**src/rtl/rca_wide_seq.sv**
```systemverilog
// rca_wide_seq: WIDTH-bit adder built from one 4-bit ripple-carry adder that
// is reused once per 4-bit chunk, LSB chunk first. The carry between chunks is
// held in a register, so there is no combinational path from one chunk to the
// next.
//
// Optional build macro: RCA_WIDE_SEQ_SUB_EN adds a 'sub' input. When sub=1 the
// block computes A + ~B + 1 (Cout=1 means no borrow).
//
// Ports:
//   clk        rising-edge clock
//   rst_n      asynchronous active-low reset
//   sub        (RCA_WIDE_SEQ_SUB_EN only) subtract select, sampled at acceptance
//   in_valid   request valid
//   in_ready   block can accept a request (IDLE)
//   A, B       WIDTH-bit operands
//   Cin        carry-in to bit 0
//   out_valid  result valid (DONE)
//   out_ready  consumer accepts the result
//   Sum        WIDTH-bit result, zero unless out_valid
//   Cout       carry-out of the MSB, zero unless out_valid
//   busy       high in RUN or DONE
//
// States:
//   IDLE | waiting for a request, in_ready=1
//   RUN  | one 4-bit chunk added per cycle
//   DONE | result presented until out_ready

module rca (
  input  logic [3:0] a,
  input  logic [3:0] b,
  input  logic       cin,
  output logic [3:0] sum,
  output logic       cout
);
  logic [4:0] c;

  always_comb begin
    c    = '0;
    sum  = '0;
    c[0] = cin;
    for (int i = 0; i < 4; i++) begin
      sum[i]   = a[i] ^ b[i] ^ c[i];
      c[i+1]   = (a[i] & b[i]) | (a[i] & c[i]) | (b[i] & c[i]);
    end
    cout = c[4];
  end
endmodule

module rca_wide_seq #(
  parameter int WIDTH = 16
) (
  input  logic             clk,
  input  logic             rst_n,
`ifdef RCA_WIDE_SEQ_SUB_EN
  input  logic             sub,
`endif
  input  logic             in_valid,
  output logic             in_ready,
  input  logic [WIDTH-1:0] A,
  input  logic [WIDTH-1:0] B,
  input  logic             Cin,
  output logic             out_valid,
  input  logic             out_ready,
  output logic [WIDTH-1:0] Sum,
  output logic             Cout,
  output logic             busy
);
  localparam int NCHUNK = WIDTH / 4;
  localparam int CW     = (NCHUNK > 1) ? $clog2(NCHUNK) : 1;
  localparam logic [CW-1:0] LAST = CW'(NCHUNK - 1);

  if ((WIDTH % 4) != 0 || WIDTH < 4) begin : g_bad_width
    $error("rca_wide_seq: WIDTH must be a multiple of 4 and at least 4");
  end

  typedef enum logic [1:0] {IDLE, RUN, DONE} state_t;

  state_t           state;
  logic [WIDTH-1:0] op_a;
  logic [WIDTH-1:0] op_b;
  logic [WIDTH-1:0] result;
  logic             carry;
  logic [CW-1:0]    cnt;

  logic [3:0]       rca_sum;
  logic             rca_cout;
  logic [WIDTH-1:0] result_next;
  logic [WIDTH-1:0] b_load;
  logic             cin_load;

`ifdef RCA_WIDE_SEQ_SUB_EN
  assign b_load   = sub ? ~B : B;
  assign cin_load = sub ? 1'b1 : Cin;
`else
  assign b_load   = B;
  assign cin_load = Cin;
`endif

  rca u_rca (
    .a    (op_a[3:0]),
    .b    (op_b[3:0]),
    .cin  (carry),
    .sum  (rca_sum),
    .cout (rca_cout)
  );

  // New chunk enters at the top; after NCHUNK passes the LSB chunk has
  // arrived at bit 0.
  always_comb begin
    result_next = result >> 4;
    result_next[WIDTH-1 -: 4] = rca_sum;
  end

  always_ff @(posedge clk or negedge rst_n) begin
    if (!rst_n) begin
      state     <= IDLE;
      op_a      <= '0;
      op_b      <= '0;
      result    <= '0;
      carry     <= 1'b0;
      cnt       <= '0;
      in_ready  <= 1'b1;
      out_valid <= 1'b0;
      busy      <= 1'b0;
    end else begin
      case (state)
        IDLE: begin
          if (in_valid) begin
            op_a     <= A;
            op_b     <= b_load;
            carry    <= cin_load;
            result   <= '0;
            cnt      <= '0;
            state    <= RUN;
            in_ready <= 1'b0;
            busy     <= 1'b1;
          end
        end
        RUN: begin
          op_a   <= op_a >> 4;
          op_b   <= op_b >> 4;
          result <= result_next;
          carry  <= rca_cout;
          cnt    <= cnt + CW'(1);
          if (cnt == LAST) begin
            state     <= DONE;
            out_valid <= 1'b1;
          end
        end
        DONE: begin
          if (out_ready) begin
            state     <= IDLE;
            out_valid <= 1'b0;
            in_ready  <= 1'b1;
            busy      <= 1'b0;
          end
        end
        default: begin
          state     <= IDLE;
          in_ready  <= 1'b1;
          out_valid <= 1'b0;
          busy      <= 1'b0;
        end
      endcase
    end
  end

  // Gate outputs so intermediate chunks never appear on Sum/Cout.
  assign Sum  = out_valid ? result : '0;
  assign Cout = out_valid & carry;

endmodule
```
**config.mk**
```make
export PLATFORM = sky130hd
export DESIGN_NAME = rca_wide_seq
export DESIGN_NICKNAME = d
export VERILOG_FILES = /design/src/rtl/rca_wide_seq.sv
export SDC_FILE = /design/constraint.sdc
export NUM_CORES = 1
export LEC_CHECK = 0
export ABC_CLOCK_PERIOD_IN_PS = 3050
export CORE_MARGIN = 2
export CORE_UTILIZATION = 45
export CTS_BUF_LIST = sky130_fd_sc_hd__clkbuf_8
export DETAILED_ROUTE_END_ITERATION = 10
export PLACE_DENSITY = 0.72
export SETUP_SLACK_MARGIN = 0.02
export SYNTH_ARGS = -nofsm -noshare
export SYNTH_HDL_FRONTEND = slang
export SYNTH_SLANG_ARGS = --single-unit
export TNS_END_PERCENT = 5
```
**constraint.sdc**
```tcl
create_clock -name clk -period 3.05 [get_ports clk]
set_clock_uncertainty 0.1 [all_clocks]
set_input_delay 0.305 -clock clk [delete_from_list [all_inputs] [get_ports clk]]
set_output_delay 0.305 -clock clk [all_outputs]
set_load 0.005 [all_outputs]
```
==> qor.yml, run 1 <==
rsz0062_at_grt: "no"
drt-total-wl_um: 5840
post_drt_wl_per_cell_um: 16.2
grt_pass1_wl_um: 9890
synthCells: 240
antenna_found_initial: 0
syn_to_final_growth_pct: 26.8
clk_latency_ps: 310
synth.area.top_cells: "dfrtp_1, o22ai_1, a22o_1"
port_buffers: 56
start_util_pct: 46.8
slew_headroom_pct: 41.8
worstPathRequired_ps: 3160
die_h_um: 79.7
timing.rr.start: "op_b[0]$_DFFE_PN0P_"
r2r_end: "result[15]$_DFFE_PN0P_"
nNetsFinal: 330
gp_congestion: 0.766
fin_util_pct: 59.3
yosysWarnings: 0
drv_slew: 0
cts.sinks: 56
stdcell_area_mm2: 0.00327
leakage_uw: 0.00138
crit_type: "flop to flop"
startpoint_type: "flop"
avgSynthCellArea_um2: 10.7
pwr-share-seq_pct: 41.3
die_x_um: 79.7
grt_usage_pct: 19.9
switchingPower_uw: 1240
ant_nets: 0
rows: 27
outcome: "completed"
synth-edff-count: 0
r2r_cells: 7
core_area_mm2: 0.00551
clockBufferDepth: 2
synth_area_mm2: 0.00258
crit_start: "op_b[0]$_DFFE_PN0P_"
dieArea_mm2: 0.00635
drc: 0
setup_viol: 0
yosys-top-cells-count: "dfrtp_1, o22ai_1, a21oi_1"
p_int_uw: 2160
fmax_ghz: 0.432
yosysTopAreaCellShare_pct: 53.4
swShare_pct: 36.5
antenna_cells: 0
synth-main-ff-cell: "dfrtp_1"
synth.ff_latch_count: 56
cp-end-kind: "flop"
cap_violations: 0
num_io_pins: 57
cp.arrival_ps: 2430
hold_class: "primary input to asynchronous set/reset pin"
peakVddDrop_v: 0.000431
timing.final.crit_share_pct: 75.8
yosys.area.top_type: "dfrtp_1"
cts_buffers: 5
clkPwrFrac_pct: 17.0
post-cts-setup-buffers: 0
cts_root_buffer: "clkbuf_8"
combPwrFrac_pct: 41.7
r2r_setup_slack_ps: 740
first_iter_violations: 149
grt_pass1_vias: 2054
async_flop_share_pct: 100
grt_max_degree: 29
p_per_area_mw_per_mm2: 1040
tritoncts: "done"
hpwl_um: 3940
yosysMostFrequentCell: "dfrtp_1"
placed_area_mm2: 0.00312
drive_gt1_share_pct: 6.57
endpoint: "result[15]$_DFFE_PN0P_"
drt_pass1_iterations: 4
via_per_inst: 5.76
htreeDepth: 2
clkTransAtPathRegs_ps: 100
fillers: 479
synth.distinct_cells: 27
hold_violations: 0
overflow: 0
num_vias: 2078
fin_tns_setup_ps: 0
synth_nets: 282
worstPathMaxFanout: 3
tightestPinTransition_ps: 874
ys_seq_area_share_pct: 54.4
layout_min_cycle_time_ps: 2310
-- cells in the final DEF (no fill, tap or decap), drive strengths merged, types with 5 or more instances in the layout --
cell type      synthesis  routed
dfrtp                 55      55
clkdlybuf4s50          0      55
o22ai                 42      42
a21oi                 28      28
a22o                  19      19
and2                  17      17
o21ai                 13      13
nor2                  11      11
inv                   10      11
nand2                  8       8
clkbuf                 1       5
buf                   19       5
-- stage by stage --
| stage | hold WS (ps) | cells | power [uW] | worst slack [ps] |
|---|---|---|---|---|
| after detailed placement | 131 | 352 | 2840 | 753 |
| after global placement | 128 | 352 | 2790 | 814 |
| final | 323 | 361 | 3400 | 737 |
| after global routing | 367 | 361 | 3690 | 657 |
| after floorplan | -90.6 | 240 | 2380 | 863 |
| after CTS | 339 | 361 | 3420 | 737 |
-- critical path, cell delays in order (launching register included) --
cell and delay [ps]:
dfrtp_1 420, fa_1 190, inv_1 50, fa_1 380
fa_1 380, inv_1 80, fa_1 410, a22o_1 210
-- flip-flops by register name, indices dropped and copies added (netlist names), 2 cells and up --
name,count
result,16
state,2
op_a,16
op_b,16
cnt,2
-- logic make-up after synthesis --
kind of cell / after synthesis / share of synthesized area, %
AOI/OAI and AO/OA: 107 / 26.8
adders and majority gates: 5 / 3.59
buffers and inverters: 30 / 6.61
DFF: 56 / 54.4
and+or+nand+nor: 42 / 8.60
-- power groups by stage --
| stage | Clock (uW) | Combinational [uW] | Sequential [uW] |
|---|---|---|---|
| 3_3_place_gp | 0 | 1380 | 1400 |
| 5_1_grt | 617 | 1610 | 1460 |
| 4_1_cts | 584 | 1430 | 1400 |
| 2_1_floorplan | 0 | 1090 | 1290 |
| 3_5_place_dp | 0 | 1430 | 1420 |
| 6_report | 578 | 1420 | 1410 |
-- timing repair --
item,CTS,global route
hold buffers,1,0
endpoints found under the hold margin,13,0
gates resized for setup,0,0
-- area by class of cell --
| type | instances | area [um2] | share of cell area [%] |
|---|---|---|---|
| timing repair buffer | 61 | 596 | 18.2 |
| multi-input combinational | 154 | 1000 | 30.7 |
| clock buffer | 5 | 68.8 | 2.11 |
| clock inverter | 3 | 68.8 | 2.11 |
| inverter | 10 | 37.5 | 1.15 |
| tap | 72 | 90.1 | 2.76 |
| sequential | 56 | 1400 | 42.9 |
-- metal layers --
metal	global-route usage [%]	share of wire [%]
met5	0	0
met4	5.34	1.2
met3	4.52	6.5
met2	31.8	48
met1	27.5	44
-- worst min path at each step --
| stage | startpoint | endpoint | slack, ps | cells after the start |
|---|---|---|---|---|
| final | rst_n | op_b[15]$_DFFE_PN0P_ | 320 | 2 |
| after global routing | rst_n | op_b[15]$_DFFE_PN0P_ | 370 | 2 |
| after CTS | rst_n | op_b[15]$_DFFE_PN0P_ | 340 | 2 |
| after detailed placement | rst_n | op_b[15]$_DFFE_PN0P_ | 130 | 1 |
| after global placement | rst_n | op_b[15]$_DFFE_PN0P_ | 130 | 1 |
| after floorplan | rst_n | busy$_DFFE_PN0P_ | -90 | 0 |
No activity file was read; power rests on OpenSTA's default activity.
==> run 2, diff against run 1 <==
ABC_CLOCK_PERIOD_IN_PS = 2180   (was 3050)
clock period = 2.18 ns   (was 3.05 ns; I/O delays follow)
==> qor.yml, run 2 (synthesized netlist as in run 1, its figures left out) <==
outcome: "completed"
drive_gt1_share_pct: 10.2
rsz0062_at_grt: "yes"
timing.rr.start: "carry$_DFFE_PN0P_"
hold_violations: 0
cts_root_buffer: "clkbuf_8"
setup_viol: 0
dieArea_mm2: 0.00635
dp_worst_setup_slack_ps: 14.1
drt_pass1_iterations: 4
fin_tns_setup_ps: 0
clkTransAtPathRegs_ps: 100
crit_type: "flop to flop"
hold_class: "primary input to asynchronous set/reset pin"
crit_slowest_cell: "dfrtp_1"
num_io_pins: 57
peakVddDrop_v: 0.000631
path_common_cell: "fa_2"
grt_pass1_wl_um: 9670
core_area_mm2: 0.00551
grt_busiest_layer: "met2"
use_met2_pct: 31.0
nNetsFinal: 336
die_h_um: 79.7
path_cells: "fa_2 -> inv_2 -> fa_2 -> fa_2 -> inv_2 -> fa_1 -> a22o_1"
drt-total-wl_um: 5690
cts.sinks: 56
slew_headroom_pct: 59.9
port_buffers: 56
overflow: 0
drc: 0
fmax_ghz: 0.461
use_met3_pct: 2.60
crit_family: "adder cells"
setup_ws_ps: 10.9
r2r_setup_slack_ps: 10
via_per_inst: 5.60
start_util_pct: 46.8
drv_slew: 0
rows: 27
leakage_uw: 0.00139
r2r_end: "result[15]$_DFFE_PN0P_"
syn_to_final_growth_pct: 28.3
cap_violations: 0
tightestPinTransition_ps: 601
r2r_cells: 7
final_cell_mix: "dfrtp_1, clkdlybuf4s50_1, o22ai_1"
ant_nets: 0
antenna_found_initial: 0
hpwl_um: 3880
die_x_um: 79.7
grt_max_degree: 57
p_per_area_mw_per_mm2: 1430
worstPathMaxFanout: 2
top_regs: "op_a (16), op_b (16), result (16)"
clockBufferDepth: 2
gr-usage-met1_pct: 28.1
crit_buf_inv: 2
cp.arrival_ps: 2270
max_stage_delay_ps: 390
first_iter_violations: 122
worstPathRequired_ps: 2290
cp-end-kind: "flop"
cts_buffers: 5
grt_pass1_vias: 1937
startpoint_type: "flop"
htreeDepth: 2
clk_latency_ps: 300
post_drt_wl_per_cell_um: 15.5
layout_min_cycle_time_ps: 2170
tritoncts: "done"
gp_congestion: 0.783
num_vias: 2056
grt_usage_pct: 19.5
antenna_cells: 0
timing.final.crit_share_pct: 99.5
run 2: cell types whose count changed in the layout (fill, tap and decap cells not counted), sizes merged:
cell	delta
bufinv	-1
clkinvlp	+1
inv	-1
buf	+6
clkinv	+1
run 2: worst max path at each step:
stage	startpoint	slack, ps	cells past startpoint	end
after floorplan	carry$_DFFE_PN0P_	30	7	result[15]$_DFFE_PN0P_
after global placement	carry$_DFFE_PN0P_	30	7	result[15]$_DFFE_PN0P_
after detailed placement	carry$_DFFE_PN0P_	10	7	result[15]$_DFFE_PN0P_
after CTS	op_a[0]$_DFFE_PN0P_	4	7	result[15]$_DFFE_PN0P_
after global routing	op_b[0]$_DFFE_PN0P_	-40	7	result[15]$_DFFE_PN0P_
final	carry$_DFFE_PN0P_	10	7	result[15]$_DFFE_PN0P_
run 2: metal layers:
metal / routed length [um] / up-vias
met3: 272 / 5
met2: 2720 / 60
met1: 2640 / 1004
met5: 0 / -
li1: - / 987
met4: 60 / 0
run 2: stage by stage:
| stage | cells | hold slack, ps | util, % | power (uW) | instance area, um2 |
|---|---|---|---|---|---|
| final | 367 | 322 | 60.0 | 4710 | 3310 |
| after global routing | 367 | 352 | 60.0 | 5110 | 3310 |
| after CTS | 366 | 342 | 59.9 | 4720 | 3300 |
| after detailed placement | 357 | 136 | 57.7 | 4040 | 3180 |
| after global placement | 357 | 139 | 57.7 | 3970 | 3180 |
| after floorplan | 240 | -178 | - | 3340 | 2580 |
run 2: power breakdown:
group,internal (uW),total [uW],switching (uW)
clock,340,677,336
combinational,1110,2090,977
sequential,1530,1950,419
run 2: worst min-delay path, cell delays in order:
cell,delay [ps]
dlygate4sd3_1,520
buf_2,120
buf_12,260
run 2: cell type report:
type                       instances  area, um2
clock inverter                     3       42.5
fill                             461       2200
sequential                        56       1400
inverter                          10       37.5
clock buffer                       5       68.8
tap                               72       90.1
timing repair buffer              67        653
multi-input combinational        154       1010
run 2: timing repair:
item                                    4_1_cts  5_1_grt
endpoints found under the setup margin        1        1
resized for setup                             1        1
hold endpoints to repair                     55        0
hold buffers                                  1        0
pin swaps                                     1        1
buffers inserted                              0        1
==> run 3, diff against run 2 <==
==> constraint.sdc (replaced) <==
create_clock -name clk -period 2.18 [get_ports clk]
set_clock_uncertainty 0.1 [all_clocks]
set_input_delay 0.218 -clock clk [delete_from_list [all_inputs] [get_ports clk]]
set_output_delay 0.218 -clock clk [all_outputs]
set_load 0.05 [all_outputs]
==> qor.yml, run 3 (synthesized netlist as in run 1, its figures left out) <==
leakage_uw: 0.00143
combPwrFrac_pct: 50.4
setup_ws_ps: -3.13
syn_to_final_growth_pct: 26.8
grt_max_degree: 57
worstPathMaxFanout: 2
hold_violations: 0
timing.final.crit_share_pct: 100
fmax_ghz: 0.458
cp.arrival_ps: 2280
drt_pass1_iterations: 4
pwr-share-seq_pct: 37.0
power_uw: 5220
clockBufferDepth: 2
htreeDepth: 2
antenna_cells: 0
final_cell_mix: "dfrtp_1, o22ai_1, clkdlybuf4s50_1"
tritoncts: "done"
via_per_inst: 5.58
outcome: "finished, violations left"
dieArea_mm2: 0.00635
slew_headroom_pct: 60.0
cp-end-kind: "flop"
die_h_um: 79.7
drive_gt1_share_pct: 15.9
switchingPower_uw: 2270
num_io_pins: 57
multiInputGateArea_mm2: 0.00101
gp_congestion: 0.823
cts.sinks: 56
drc: 0
seq_area_mm2: 0.00140
cts_buffers: 5
post_drt_wl_per_cell_um: 15.6
cts_root_buffer: "clkbuf_8"
violations: "setup timing"
first_iter_violations: 111
swShare_pct: 43.6
p_int_uw: 2940
antenna_found_initial: 0
hpwl_um: 3850
port_buffers: 56
grt_pass1_vias: 2006
layout_min_cycle_time_ps: 2180
top_regs: "op_a (16), op_b (16), result (16)"
hold_class: "primary input to asynchronous set/reset pin"
core_area_mm2: 0.00551
tightestPinTransition_ps: 600
peakVddDrop_v: 0.000694
fillers: 500
drv_slew: 0
clk_latency_ps: 300
layout_commonest_cell: "dfrtp_1"
nNetsFinal: 337
rsz0062_at_grt: "yes"
overflow: 0
die_x_um: 79.7
startpoint_type: "flop"
worstPathRequired_ps: 2280
grt_pass1_wl_um: 9670
grt_usage_pct: 19.6
setup_viol: 1
cap_violations: 0
clkTransAtPathRegs_ps: 100
ant_nets: 0
clkPwrFrac_pct: 12.6
whs_ps: 327
p_per_area_mw_per_mm2: 1600
num_vias: 2054
crit_type: "flop to flop"
rows: 27
drt-total-wl_um: 5730
dp_worst_setup_slack_ps: -1.59
start_util_pct: 46.8
==> run 3: cell count changes in the layout (fill, tap and decap cells not counted) <==
cell | before | now
clkinvlp_4 | 1 | 0
inv_1 | 6 | 7
clkdlybuf4s50_1 | 55 | 38
buf_4 | 9 | 27
==> run 3: stage by stage <==
stage          TNS (ps)  utilization, %  std cells  cell area, um2
3_3_place_gp          0            57.1        358            3140
5_1_grt           -66.4            59.3        368            3270
3_5_place_dp      -1.59            57.1        358            3140
6_report          -3.13            59.3        368            3270
4_1_cts           -10.1            59.2        367            3260
2_1_floorplan         0               -        240            2580
==> run 3: routing by layer <==
metal | up-vias | GRT usage, % | share of wire, %
li1 | 988 | - | -
met1 | 998 | 27.9 | 46
met2 | 66 | 30.8 | 48
met3 | 2 | 3.85 | 5.4
met4 | 0 | 5.52 | 0.42
met5 | - | 0 | 0
==> run 3: timing repair <==
item / in CTS / in global routing
hold endpoints to repair: 55 / 0
pin swaps: 0 / 1
endpoints found under the setup margin: 1 / 1
hold buffers: 1 / 0
resized for setup: 2 / 0
buffers inserted: 0 / 1
==> run 3: final cells by class <==
cell class	count	area share, %
timing repair buffer	68	18.9
clock inverter	3	1.19
tap	72	2.76
clock buffer	5	2.11
inverter	10	1.15
sequential	56	42.9
multi-input combinational	154	30.9
==> run 3: power by group through the flow <==
stage	Clock [uW]	Combinational [uW]	Sequential, uW
CTS	677	2630	1930
floorplan	0	1990	1890
detailed placement	0	2610	1940
global route	722	2880	2000
finish	659	2630	1930
global placement	0	2560	1920
==> run 3: final timing paths <==
check / startpoint / end / slack, ps / cells past startpoint
min in group clk: A[14] / op_a[14]$_DFFE_PN0P_ / 340 / 3
max reg2reg: op_a[0]$_DFFE_PN0P_ / result[15]$_DFFE_PN0P_ / -3 / 7
min: rst_n / op_b[15]$_DFFE_PN0P_ / 330 / 3
max in group asynchronous: rst_n / in_ready$_DFFE_PN1P_ / 1340 / 3
min reg2reg: cnt[0]$_DFFE_PN0P_ / cnt[0]$_DFFE_PN0P_ / 400 / 1
max: op_a[0]$_DFFE_PN0P_ / result[15]$_DFFE_PN0P_ / -3 / 7
==> run 3: critical path: stages, from the launching register on <==
cell     delay (ps)
dfrtp_1         390
fa_2            220
inv_2            40
fa_2            330
fa_2            340
inv_2            60
fa_1            400
a22o_1          210
